[src/rtl/turf_udp_frame_builder.sv]
// TURF UDP frame builder: splits the event-wide payload stream into per-fragment AXI4-Stream
// frames, each a routing beat followed by ceil(len/8) payload beats, and counts fragments and errors.
//
// state | meaning
// IDLE  | waiting for a fragment header
// ROUTE | presenting the routing beat {dest_ip, dest_port, src_port}
// PAY   | passing payload beats through until the fragment length is used up
// DROP  | bad header: discarding payload up to the end of the event
`timescale 1ns/1ps

module turf_udp_frame_builder #(
    parameter logic [15:0] MAX_LEN = 16'd8192
) (
    input  logic        aclk,
    input  logic        areset,
    input  logic [63:0] s_hdr_tdata,
    input  logic [15:0] s_hdr_tuser,
    input  logic        s_hdr_tvalid,
    output logic        s_hdr_tready,
    input  logic [63:0] s_payload_tdata,
    input  logic [7:0]  s_payload_tkeep,
    input  logic        s_payload_tlast,
    input  logic        s_payload_tvalid,
    output logic        s_payload_tready,
    output logic [63:0] m_frame_tdata,
    output logic [7:0]  m_frame_tkeep,
    output logic        m_frame_tlast,
    output logic        m_frame_tvalid,
    input  logic        m_frame_tready,
    output logic [15:0] m_frame_len,
    output logic [31:0] frag_count_o,
    output logic [15:0] err_count_o,
    output logic        err_o
);

    typedef enum logic [1:0] {
        S_IDLE,
        S_ROUTE,
        S_PAY,
        S_DROP
    } state_t;

    state_t      r_state;
    state_t      w_state_nxt;

    logic        r_active;
    logic [31:0] r_dest_ip;
    logic [15:0] r_dest_port;
    logic [15:0] r_src_port;
    logic [15:0] r_len;
    logic [12:0] r_cnt;
    logic [31:0] r_frag_count;
    logic [15:0] r_err_count;
    logic        r_err;

    logic        w_hdr_hs;
    logic [15:0] w_len_in;
    logic        w_len_bad;
    logic [16:0] w_len_p7;
    logic [12:0] w_beats;
    logic        w_cnt_last;
    logic [7:0]  w_keep_last;
    logic        w_frag_inc;
    logic        w_err_evt;
    logic        w_cnt_dec;

    // Payload byte enables are ignored; the header length is the only source of truth.
    logic        w_unused_keep;
    assign w_unused_keep = ^s_payload_tkeep;

    assign w_len_in   = s_hdr_tdata[15:0];
    assign w_len_bad  = (w_len_in == 16'd0) || (w_len_in > MAX_LEN);
    assign w_len_p7   = {1'b0, w_len_in} + 17'd7;
    assign w_beats    = w_len_p7[15:3];
    assign w_hdr_hs   = (r_state == S_IDLE) && r_active && s_hdr_tvalid;
    assign w_cnt_last = (r_cnt == 13'd1);

    always_comb begin
        w_keep_last = 8'hFF;
        if (r_len[2:0] != 3'd0) begin
            w_keep_last = (8'h01 << r_len[2:0]) - 8'h01;
        end
    end

    always_comb begin
        w_state_nxt      = r_state;
        s_hdr_tready     = 1'b0;
        s_payload_tready = 1'b0;
        m_frame_tvalid   = 1'b0;
        m_frame_tdata    = {r_dest_ip, r_dest_port, r_src_port};
        m_frame_tkeep    = 8'hFF;
        m_frame_tlast    = 1'b0;
        w_frag_inc       = 1'b0;
        w_err_evt        = 1'b0;
        w_cnt_dec        = 1'b0;
        case (r_state)
            S_IDLE: begin
                s_hdr_tready = r_active;
                if (r_active && s_hdr_tvalid) begin
                    w_err_evt   = w_len_bad;
                    w_state_nxt = w_len_bad ? S_DROP : S_ROUTE;
                end
            end
            S_ROUTE: begin
                m_frame_tvalid = 1'b1;
                if (m_frame_tready) begin
                    w_state_nxt = S_PAY;
                end
            end
            S_PAY: begin
                m_frame_tvalid   = s_payload_tvalid;
                s_payload_tready = m_frame_tready;
                m_frame_tdata    = s_payload_tdata;
                if (w_cnt_last) begin
                    m_frame_tlast = 1'b1;
                    m_frame_tkeep = w_keep_last;
                end else if (s_payload_tlast) begin
                    m_frame_tlast = 1'b1;
                end
                if (s_payload_tvalid && m_frame_tready) begin
                    if (w_cnt_last || s_payload_tlast) begin
                        // Event ended before the header length was used up.
                        w_err_evt   = !w_cnt_last;
                        w_frag_inc  = 1'b1;
                        w_state_nxt = S_IDLE;
                    end else begin
                        w_cnt_dec = 1'b1;
                    end
                end
            end
            S_DROP: begin
                s_payload_tready = 1'b1;
                if (s_payload_tvalid && s_payload_tlast) begin
                    w_state_nxt = S_IDLE;
                end
            end
            default: begin
                w_state_nxt = S_IDLE;
            end
        endcase
    end

    always_ff @(posedge aclk or posedge areset) begin
        if (areset) begin
            r_state <= S_IDLE;
        end else begin
            r_state <= w_state_nxt;
        end
    end

    always_ff @(posedge aclk or posedge areset) begin
        if (areset) begin
            r_active     <= 1'b0;
            r_dest_ip    <= 32'd0;
            r_dest_port  <= 16'd0;
            r_src_port   <= 16'd0;
            r_len        <= 16'd0;
            r_cnt        <= 13'd0;
            r_frag_count <= 32'd0;
            r_err_count  <= 16'd0;
            r_err        <= 1'b0;
        end else begin
            r_active <= 1'b1;
            r_err    <= w_err_evt;
            if (w_hdr_hs) begin
                r_dest_ip   <= s_hdr_tdata[63:32];
                r_dest_port <= s_hdr_tdata[31:16];
                r_src_port  <= s_hdr_tuser;
                r_len       <= w_len_in;
                r_cnt       <= w_beats;
            end else if (w_cnt_dec) begin
                r_cnt <= r_cnt - 13'd1;
            end
            if (w_frag_inc) begin
                r_frag_count <= r_frag_count + 32'd1;
            end
            if (w_err_evt && (r_err_count != 16'hFFFF)) begin
                r_err_count <= r_err_count + 16'd1;
            end
        end
    end

    assign m_frame_len  = r_len;
    assign frag_count_o = r_frag_count;
    assign err_count_o  = r_err_count;
    assign err_o        = r_err;

endmodule

[config.mk]
export PLATFORM = sky130hd
export DESIGN_NAME = turf_udp_frame_builder
export DESIGN_NICKNAME = d
export VERILOG_FILES = /design/src/rtl/turf_udp_frame_builder.sv
export SDC_FILE = /design/constraint.sdc
export NUM_CORES = 1
export LEC_CHECK = 0
export ABC_CLOCK_PERIOD_IN_PS = 5060
export BUFFER_PORTS_ARGS = -buffer_cell sky130_fd_sc_hd__buf_2
export CAP_MARGIN = 20
export CORE_UTILIZATION = 49
export CTS_CLUSTER_SIZE = 10
export DETAILED_ROUTE_END_ITERATION = 12
export GPL_TIMING_DRIVEN = 0
export PLACE_DENSITY = 0.9
export SYNTH_ARGS = -nofsm -noshare
export SYNTH_HDL_FRONTEND = slang
export SYNTH_SLANG_ARGS = --single-unit
export TNS_END_PERCENT = 5
[constraint.sdc]
create_clock -name aclk -period 5.06 [get_ports aclk]
set_input_delay 0.759 -clock aclk [delete_from_list [all_inputs] [get_ports aclk]]
set_output_delay 0.759 -clock aclk [all_outputs]
set_load 0.01 [all_outputs]
# Word level (Yosys, flattened, before mapping)
# Cells that the tools add are included.
dict set report word_totals {
  input_bits 158
  ff_bits 145
  wordCells 70
}
dict set report op_classes {
  shifts 1
  n_addsub 5
  n_reduce_logical 14
  eq_ne 10
  n_mux 29
  order_cmp 1
}
# operator n
set ops {}
lappend ops {{$mux 64} 1}
lappend ops {{$add 32x1->32 const B} 1}
lappend ops {{$mux 13} 2}
lappend ops {{$mux 8} 3}
lappend ops {{$add 16x1->16 const B} 1}
lappend ops {{$add 16x3->16 const B} 1}
lappend ops {{$gt 16x14->1 const B} 1}
lappend ops {{$logic_not 16->1} 1}
lappend ops {{$ne 16x16->1 const B} 1}
lappend ops {{$eq 13x1->1 const B} 1}
lappend ops {{$mux 1} 13}
lappend ops {{$sub 13x1->13 const B} 1}
lappend ops {{$mux 2} 6}
lappend ops {{$ne 2x2->1 const B} 4}
lappend ops {{$pmux 2 s4} 1}
lappend ops {{$shl 1x3->8 const A} 1}
lappend ops {{$sub 8x1->8 const B} 1}
lappend ops {{$logic_and 1x1->1} 6}
lappend ops {{$pmux 1 s2} 3}
lappend ops {{$reduce_and 5->1} 1}
lappend ops {{$eq 2x2->1 const B} 2}
lappend ops {{$reduce_bool 3->1} 1}
lappend ops {{$eq 2x1->1 const B} 1}
lappend ops {{$logic_not 2->1} 1}
lappend ops {{other kinds (4)} 5}

# Logic depth before layout (Yosys ltp)
# Gate-level depths: netlist (run 1).
dict set report depth {
  word_depth 7
  mapped_depth 10
  mapped_depth_nobuf 8
}

# Worst setup path after synthesis (run 1)
# No wires, ideal clock.
dict set report synth_path {
  path_type {register to output}
  startpoint {register r_cnt[1]}
  endpoint {output port m_frame_tkeep[6]}
  n_path_buf 1
  path_stages_with_launch 8
  arrival_ps 1696
  setup_slack_ps 2605
  cell_sequence {dfrtp_1 -> inv_1 -> ha_1 -> nor3b_2 -> and4_1 -> clkbuf_1 -> nand3_1 -> a31o_2}
}
dict set report synth_between {
  elab_chain_cells 3
}
# element line_no
set synth_rtl {}
lappend synth_rtl {{start, declared} 51} ;# logic [12:0] r_cnt;
lappend synth_rtl {{start signal, assigned} 170} ;# r_cnt <= w_beats;
lappend synth_rtl {{start signal, assigned} 172} ;# r_cnt <= r_cnt - 13'd1;
lappend synth_rtl {{$eq 13x1->1} 76} ;# assign w_cnt_last = (r_cnt == 13'd1);
lappend synth_rtl {{$mux 8} 114} ;# if (w_cnt_last) begin
lappend synth_rtl {{$mux 8} 96} ;# case (r_state)
lappend synth_rtl {{end, declared} 26} ;# output logic [7:0] m_frame_tkeep,
# Every way passes these cells.

# Worst setup path in the final report (run 1)
dict set report layout_path {
  startpoint {register r_state[0]}
  endpoint {output port m_frame_tkeep[6]}
}
dict set report layout_between {
  elab_chain_cells 2
}
# element line_no
set layout_rtl {}
lappend layout_rtl {{start, declared} 43} ;# state_t r_state;
lappend layout_rtl {{start signal, assigned} 147} ;# r_state <= w_state_nxt;
lappend layout_rtl {{$eq 2x2->1} 96}
lappend layout_rtl {{$mux 8} 96}
# Every way passes these cells.

==> out/results.tsv, run 1 <==
stage	metric	value	unit
drt	initial DRC count	416	
timing	RSZ-0062 raised after global routing	no	
timing	post-route minimum period	3290	ps
logic_synthesis	top cells by area, synth	dfrtp_1 (49%), nand2_1 (15%), mux2_2 (11%)	
pwr	Leak Pwr	0.00518	uW
cells_and_area	most common cell after layout, fill and taps aside	buf_2	
grt	initial antenna violation count	1	
clocking	CTS tree	built	
clocking	clock sinks	145	
drt	drt pass-1 iters	5	
cells_and_area	area grow syn2layout	32.6	%
place	placement-stage cell area	0.00905	sq mm
clocking	CTS Buf Count	17	
clocking	clock-pin slew of the registers on the worst-case setup and hold paths	60	ps
timing	fin crit share	0.650	
timing	final setup fails	0	
logic_synthesis	synthesized cell area	0.00734	sq mm
logic_synthesis	synth warn	0	
logic_synthesis	EDFF count, synth	0	
clocking	Clock H-tree levels	4	
clocking	clock buffer depth	2	
floorplanning	I/O Pins	299	
clocking	root buf cell	clkbuf_16	
drt	Wirelength per Cell	16.4	um
pwr	pwr/cell area	548	mW/mm^2
cells_and_area	Layout Utilization	0.667	
grt	pin count of the biggest net entering global routing	84	
logic_synthesis	post-synthesis async set-or-reset flop share	1.00	
timing	Fin. Hold Viols	0	
timing	max-slew violations	0	
grt	M1 GR Usage	0.347	
min_path	Hold Path Class	primary input to async pin	
pwr	worst IR drop on VDD	0.417	mV
grt	GRT overflow	0	
worst_setup_path	Crit Path Category	register to output pin	
place	IO Port Bufs	289	
logic_synthesis	post-synthesis sequential area ratio	0.494	
logic_synthesis	area leader, netlist	dfrtp_1	
worst_setup_path	CP startpoint kind	register	
place	placed cells	1252	
timing	Max-Slew Margin vs Limit	0.534	
worst_setup_path	critical path arrival	2530	ps
grt	grt peak-use layer	met2	
place	post-place setup slack	2210	ps
run	Max-Cap Viols	0	
worst_setup_path	crit path capture type	output pin	
cells_and_area	commonest cells after routing, fill and taps aside	buf_2 (290), nand2_1 (284), dfrtp_1 (145)	
clocking	hold_buf cts	0	
place	GPL Wtd Cong	0.876	
worst_setup_path	Max FO, Critical Path	10	
clocking	CTS resizes	0	
worst_setup_path	flop-to-flop setup slack	2300	ps
timing	Clock Skew	14.4	ps
grt	gr usage total	0.280	
cells_and_area	share of cells above drive strength 1	0.370	
logic_synthesis	post-synthesis area per instance	9.44	sq um
grt	met3 usage	0.0640	
clocking	worst-skew pair later-pin latency	430	ps
timing	final worst-path setup slack	1770	ps
logic_synthesis	Netlist cell types	48	
logic_synthesis	post-synthesis cell count	777	
logic_synthesis	main flop type after synthesis	dfrtp_1	
timing	pin slew with the least headroom to its limit	699	ps
cells_and_area	Final Cell Area	0.00973	sq mm
floorplanning	Initial Utilization	0.503	
drt	Antenna Nets Post-Route	0	
logic_synthesis	synthesized flop and latch total	145	
drt	DR vias	6796	
drt	total wire length	21100	um
clocking	Post-CTS Setup Bufs	0	
cells_and_area	final non-filler cell total	1285	
worst_setup_path	worst-case reg-to-reg path depth	10	
worst_setup_path	Crit Reg-Reg Endpoint	err_count_o[8]$_DFFE_PP0P_	
floorplanning	Die Height	124	um
grt	vias in the first global route	6635	
logic_synthesis	Yosys top cell area share	0.494	
grt	first-pass GRT wire length	34000	um
grt	met2 Use GR	0.469	
timing	FMAX	304	MHz
floorplanning	Die Wd	124	um
worst_setup_path	Worst R2R Start	r_state[0]$_DFFE_PP0P_	
status	status	complete, no violations	
floorplanning	Row Count	44	
floorplanning	Core ar.	0.0146	sq mm
place	Detail Placement HPWL	15900	um
drt	drt via density	5.29	
floorplanning	DIE AREA	0.0155	sq mm
drt	DR DRC count	0	
cells_and_area	nets@finish	1253	
worst_setup_path	CP required	4300	ps
## routing by layer
metal	up-vias	part of all wire	wire, um
met3	57	0.062	1300
met4	0	0.031	660
met5	-	0	0
met2	291	0.49	10400
li1	3183	-	-
met1	3265	0.42	8770
## through the flow
step           setup TNS [ps]  power (uW)  hold WS (ps)
6_report                    0        5340           409
5_1_grt                     0        5630           452
4_1_cts                     0        5350           413
3_5_place_dp                0        3890           461
3_3_place_gp          -162550        3800           453
2_1_floorplan               0        3090           442
## power breakdown
part / internal, uW / switching (uW) / total, uW
Sequential: 1550 / 309 / 1860
Clock: 930 / 510 / 1440
Combinational: 935 / 1100 / 2040
## registers in the layout, summed over array words and instances (netlist names)
| signal | cells |
|---|---|
| err_count_o | 16 |
| r_state | 2 |
| r_dest_port | 16 |
| r_cnt | 13 |
| r_active | 1 |
| r_dest_ip | 32 |
| m_frame_len | 16 |
| frag_count_o | 32 |
| r_src_port | 16 |
| err_o | 1 |
## area by class of cell
class                   count  area, sq um
clock buffers              17          425
well taps                 184          230
fillers                  1101         4860
diodes                      1         2.50
inverters                  13         53.8
multi-input cells         588         3530
plain buffers              32          133
repair buffers            290         1470
clock inverters            15          253
flip-flops and latches    145         3630
## kinds of logic (layout without fill, tap and decap cells)
kind of cell    count (synthesis)  in the layout  share of synthesized area
compound gates                 28             28                     0.0268
mux                            71             71                      0.109
buf+inv                        45            367                     0.0247
fa+ha+maj                       8              8                     0.0136
other cells                     1              3                   0.000511
xor+xnor                       70             70                     0.0835
flops                         145            145                      0.494
simple gates                  409            409                      0.248
## cell usage after synthesis (5+ instances only)
cell,number
nand2_1,284
dfrtp_1,145
mux2_2,69
xor2_1,37
xnor2_1,33
nor2_1,28
clkbuf_1,26
nand3_1,20
nand4_1,19
nor3_1,16
inv_1,13
o21ai_0,13
and3_1,12
ha_1,8
a21oi_1,5
## critical path: stages (launching register included)
cell and delay (ps):
dfrtp_1 410, inv_1 90, ha_1 150, buf_2 240
clkbuf_1 510, nand3_1 280, a31o_2 290, buf_2 140
## how the worst max path moves through the flow
stage | endpoint | startpoint
CTS | m_frame_tkeep[6] | r_state[0]$_DFFE_PP0P_
floorplan | err_count_o[0]$_DFFE_PP0P_ | areset
global route | m_frame_tkeep[6] | r_state[0]$_DFFE_PP0P_
detailed placement | m_frame_tkeep[6] | r_state[0]$_DFFE_PP0P_
finish | m_frame_tkeep[6] | r_state[0]$_DFFE_PP0P_
global placement | r_src_port[6]$_DFFE_PP0P_ | areset
Power figures use the tool's default switching activity.
==> run 2: changes to the inputs <==
Settings changed: ABC_CLOCK_PERIOD_IN_PS 5060 to 2700, CORE_UTILIZATION 49 to 44, PLACE_DENSITY 0.9 to 0.86.
Clock period 5.06 ns to 2.7 ns, I/O delays scaled along.
==> out/results.tsv, run 2 (synthesized netlist as in run 1, its figures left out) <==
stage	metric	value	unit
status	status	complete, no violations	
timing	Clock Skew	11.2	ps
worst_setup_path	Crit Reg-Reg Endpoint	err_count_o[15]$_DFFE_PP0P_	
floorplanning	Die Height	131	um
timing	final setup fails	0	
timing	final worst-path setup slack	52.1	ps
floorplanning	Initial Utilization	0.457	
worst_setup_path	Crit Path Category	register to output pin	
cells_and_area	Layout Utilization	0.611	
drt	Wirelength per Cell	16.2	um
cells_and_area	Fill cells	1297	
drt	total wire length	21300	um
pwr	pwr/cell area	1020	mW/mm^2
grt	first-pass GRT wire length	34000	um
clocking	root buf cell	clkbuf_16	
worst_setup_path	worst-case reg-to-reg path depth	9	
clocking	Post-CTS Setup Bufs	0	
drt	drt pass-1 iters	4	
cells_and_area	share of cells above drive strength 1	0.380	
floorplanning	DIE AREA	0.0172	sq mm
cells_and_area	final non-filler cell total	1316	
clocking	Clock H-tree levels	4	
cells_and_area	area grow syn2layout	33.7	%
drt	DR vias	6709	
grt	vias in the first global route	6586	
grt	initial antenna violation count	0	
clocking	hold_buf cts	0	
worst_setup_path	CP max stage delay	400	ps
place	IO Port Bufs	289	
place	post-place setup slack	-11.6	ps
place	placement-stage cell area	0.00912	sq mm
worst_setup_path	crit path capture type	output pin	
drt	DR DRC count	0	
floorplanning	Row Count	46	
cells_and_area	most common cell after layout, fill and taps aside	buf_2	
worst_setup_path	Worst R2R Start	r_state[0]$_DFFE_PP0P_	
timing	fin crit share	0.981	
drt	drt via density	5.10	
worst_setup_path	CP startpoint kind	register	
timing	pin slew with the least headroom to its limit	830	ps
clocking	clock sinks	145	
floorplanning	I/O Pins	299	
cells_and_area	nets@finish	1254	
cells_and_area	multi-input combinational cell area	0.00354	sq mm
grt	gr usage total	0.251	
timing	Fin. Hold Viols	0	
min_path	Hold Path Class	primary input to async pin	
timing	Max-Slew Margin vs Limit	0.446	
worst_setup_path	Slowest cell on crit path	dfrtp_1	
floorplanning	Core ar.	0.0161	sq mm
drt	Antenna Nets Post-Route	0	
worst_setup_path	critical path arrival	2240	ps
clocking	clock-pin slew of the registers on the worst-case setup and hold paths	60	ps
clocking	worst-skew pair later-pin latency	420	ps
timing	FMAX	378	MHz
cells_and_area	commonest cells after routing, fill and taps aside	buf_2 (292), nand2_1 (284), dfrtp_1 (145)	
worst_setup_path	CP required	2300	ps
pwr	worst IR drop on VDD	0.626	mV
place	placed cells	1286	
cells_and_area	Final Cell Area	0.00981	sq mm
grt	pin count of the biggest net entering global routing	40	
place	Detail Placement HPWL	16200	um
timing	RSZ-0062 raised after global routing	yes	
floorplanning	Die Wd	131	um
clocking	CTS tree	built	
worst_setup_path	Max FO, Critical Path	5	
clocking	clock buffer depth	2	
worst_setup_path	cell chain of the critical path	inv_1, ha_1, nor3b_4, and4_4, and3b_1, o21ai_0, buf_2	
timing	post-route minimum period	2650	ps
cells_and_area	register area	0.00363	sq mm
worst_setup_path	flop-to-flop setup slack	170	ps
cells_and_area	Inserted Diodes	0	
run	Max-Cap Viols	0	
place	GPL Wtd Cong	0.887	
grt	GRT overflow	0	
pwr	Leak Pwr	0.00523	uW
clocking	CTS Buf Count	17	
timing	max-slew violations	0	
drt	initial DRC count	309	
[run 2: cell count changes in the layout (fill, tap and decap cells not counted), moves of 2 or more]
cell	before	now
buf_2	290	292
clkbuf_2	0	5
clkbuf_1	26	18
clkinv_4	0	3
inv_6	5	2
buf_12	0	3
clkinvlp_4	5	2
clkbuf_8	0	3
[run 2: worst max-delay path, delay by kind of cell, from the launching register on]
family / cells / cell delay (ps)
buffers and inverters: 2 / 270
flip-flops: 1 / 400
adder cells (fa/ha/maj): 1 / 190
AND/OR/NAND/NOR: 3 / 800
AO/OA/AOI/OAI: 1 / 160
[run 2: layout make-up]
| type | instances | share of cell area |
|---|---|---|
| repair buffers | 292 | 0.154 |
| plain buffers | 31 | 0.0144 |
| multi-input cells | 588 | 0.361 |
| clock inverters | 11 | 0.0205 |
| flip-flops and latches | 145 | 0.370 |
| clock buffers | 20 | 0.0476 |
| well taps | 216 | 0.0275 |
| inverters | 13 | 0.00536 |
[run 2: how the worst max path moves through the flow]
stage                      startpoint                    endpoint  slack [ps]  cells past startpoint
3_5_place_dp   r_state[0]$_DFFE_PP0P_   r_src_port[3]$_DFFE_PP0P_         -10                      8
2_1_floorplan                  areset  err_count_o[0]$_DFFE_PP0P_         480                      1
5_1_grt        r_state[0]$_DFFE_PP0P_            m_frame_tkeep[3]         -80                      7
4_1_cts        r_state[0]$_DFFE_PP0P_            m_frame_tkeep[3]          20                      7
6_report         r_cnt[1]$_DFFE_PP0P_            m_frame_tkeep[3]          50                      7
3_3_place_gp                   areset  err_count_o[1]$_DFFE_PP0P_        -430                      2
[run 2: timing repair]
item / in CTS / in global routing
endpoints found under the hold margin: 0 / 0
gates resized for setup: 11 / 4
endpoints found under the setup margin: 62 / 11
[run 2: through the flow]
| stage | total power [uW] | TNS (ps) | hold WS [ps] |
|---|---|---|---|
| floorplan | 5780 | 0 | 442 |
| global placement | 7140 | -59620 | 453 |
| detailed placement | 7310 | -16.1 | 456 |
| CTS | 10000 | 0 | 149 |
| global route | 10600 | -171 | 165 |
| finish | 9970 | 0 | 140 |
[run 2: routing by layer]
metal,global-route usage,wire (um)
met5,0,0
met4,0.0843,312
met3,0.0521,1460
met2,0.432,10600
met1,0.313,8870
[run 2: report_power, final]
group | total [uW] | internal [uW] | switching, uW
sequential | 3510 | 2910 | 599
combinational | 3820 | 1780 | 2040
clock | 2650 | 1720 | 930
total | 9970 | 6400 | 3570
==> run 3: changes to the inputs <==
Settings changed: MAX_ROUTING_LAYER set to met4.
==> out/results.tsv, run 3 (synthesized netlist as in run 1, its figures left out) <==
stage	metric	value	unit
status	status	complete, no violations	
worst_setup_path	Max FO, Critical Path	10	
floorplanning	Core ar.	0.0161	sq mm
drt	drt via density	5.03	
clocking	hold_buf cts	0	
timing	Fin. Hold Viols	0	
cells_and_area	nets@finish	1256	
cells_and_area	most common cell after layout, fill and taps aside	buf_2	
worst_setup_path	worst-case reg-to-reg path depth	9	
clocking	clock sinks	145	
timing	final setup fails	0	
worst_setup_path	CP startpoint kind	register	
worst_setup_path	CP required	2300	ps
drt	DR vias	6645	
drt	metal2 WL	10500	um
worst_setup_path	Crit Path Category	register to output pin	
timing	Sum Neg Setup Slack	0	ps
grt	first-pass GRT wire length	34200	um
clocking	Clock H-tree levels	4	
timing	final worst-path setup slack	31.8	ps
clocking	clock-pin slew of the registers on the worst-case setup and hold paths	60	ps
clocking	worst-skew pair later-pin latency	420	ps
drt	Metal-1 WL	9010	um
timing	RSZ-0062 raised after global routing	yes	
drt	drt pass-1 iters	7	
drt	Wirelength per Cell	16.0	um
cells_and_area	area grow syn2layout	33.6	%
timing	post-route minimum period	2670	ps
grt	gr usage total	0.260	
clocking	CTS tree	built	
floorplanning	I/O Pins	299	
timing	max-slew violations	0	
floorplanning	Row Count	46	
clocking	root buf cell	clkbuf_16	
worst_setup_path	CP startpoint	r_state[0]$_DFFE_PP0P_	
place	placement-stage cell area	0.00912	sq mm
min_path	Hold Path Class	primary input to async pin	
floorplanning	Die Wd	131	um
place	IO Port Bufs	289	
cells_and_area	Layout Utilization	0.611	
drt	Antenna Nets Post-Route	0	
place	GPL Wtd Cong	0.918	
clocking	CTS Buf Count	17	
grt	vias in the first global route	6740	
drt	DR DRC count	0	
drt	initial DRC count	282	
clocking	clock buffer depth	2	
cells_and_area	Final Cell Area	0.00981	sq mm
cells_and_area	Fill cells	1318	
floorplanning	DIE AREA	0.0172	sq mm
grt	initial antenna violation count	1	
pwr	worst IR drop on VDD	0.584	mV
timing	Max-Slew Margin vs Limit	0.596	
worst_setup_path	crit path capture type	output pin	
grt	GRT overflow	0	
grt	pin count of the biggest net entering global routing	43	
run	Max-Cap Viols	0	
pwr	Leak Pwr	0.00523	uW
timing	fin crit share	0.988	
drt	WL met3	1190	um
floorplanning	Die Height	131	um
worst_setup_path	critical path arrival	2260	ps
timing	FMAX	375	MHz
pwr	pwr/cell area	1010	mW/mm^2
worst_setup_path	Worst R2R Start	r_state[0]$_DFFE_PP0P_	
worst_setup_path	flop-to-flop setup slack	140	ps
drt	top layer in use	met4	
timing	Clock Skew	9.65	ps
worst_setup_path	Crit Reg-Reg Endpoint	err_count_o[15]$_DFFE_PP0P_	
drt	total wire length	21100	um
worst_setup_path	CP Capture Point	m_frame_tdata[47]	
place	Detail Placement HPWL	16200	um
floorplanning	Initial Utilization	0.457	
cells_and_area	commonest cells after routing, fill and taps aside	buf_2 (293), nand2_1 (284), dfrtp_1 (145)	
place	post-place setup slack	27.9	ps
timing	pin slew with the least headroom to its limit	607	ps
cells_and_area	share of cells above drive strength 1	0.377	
[run 3: cell types whose count changed in the layout (fill, tap and decap cells not counted)]
cell	previous run	this run
diode_2	0	2
clkbuf_8	3	1
clkinv_4	3	0
clkbuf_2	5	4
buf_4	1	3
buf_2	292	293
clkbuf_1	18	21
nor2_1	27	28
clkbuf_4	1	0
inv_6	2	4
nor2_2	1	0
clkinvlp_4	2	3
buf_1	2	3
[run 3: metrics by stage]
step	hold WS, ps	total power (uW)	std cells
6_report	50.5	9940	1321
5_1_grt	86.2	10500	1320
4_1_cts	50.2	10000	1317
3_5_place_dp	459	7310	1286
3_3_place_gp	453	7150	1283
2_1_floorplan	442	5780	778
[run 3: per-layer routing]
metal	global-route usage	up-vias
met5	-	-
met3	0.0424	31
met1	0.316	3173
li1	-	3187
met2	0.436	254
met4	0.0974	0
[run 3: how the worst min path moves through the flow]
stage	start	to	slack [ps]	cells past startpoint
CTS	areset	r_dest_ip[4]$_DFFE_PP0P_	50	2
floorplan	r_dest_ip[0]$_DFFE_PP0P_	r_dest_ip[0]$_DFFE_PP0P_	440	2
finish	areset	r_dest_ip[4]$_DFFE_PP0P_	50	2
detailed placement	r_dest_ip[14]$_DFFE_PP0P_	r_dest_ip[14]$_DFFE_PP0P_	460	2
global route	areset	r_dest_ip[4]$_DFFE_PP0P_	90	2
global placement	m_frame_len[4]$_DFFE_PP0P_	m_frame_len[4]$_DFFE_PP0P_	450	2
[run 3: what timing repair did]
item                       4_1_cts  5_1_grt
setup endpoints to repair       53       24
setup buffers                    0        2
resized for setup               10        3
pin swaps                        0        0
[run 3: area by class of cell]
class	instances	area, sq um	share of cell area
Timing Repair Buffer	294	1520	0.155
Inverter	13	52.6	0.00536
Clock inverter	11	200	0.0204
Tap cell	216	270	0.0276
Antenna cell	2	5.00	0.000510
Clock buffer	21	450	0.0459
Multi-Input combinational cell	588	3540	0.361
Sequential cell	145	3630	0.370
Buffer	31	138	0.0140
[run 3: worst max-delay path, stage by stage, from the launching register on]
cell	delay, ps
dfrtp_1	410
inv_1	90
ha_1	140
buf_2	190
buf_1	450
mux2_2	420
buf_2	140
[run 3: power breakdown]
group | internal (uW) | switching [uW]
registers | 2910 | 595
clock network | 1680 | 943
logic | 1780 | 2040
total | 6360 | 3580
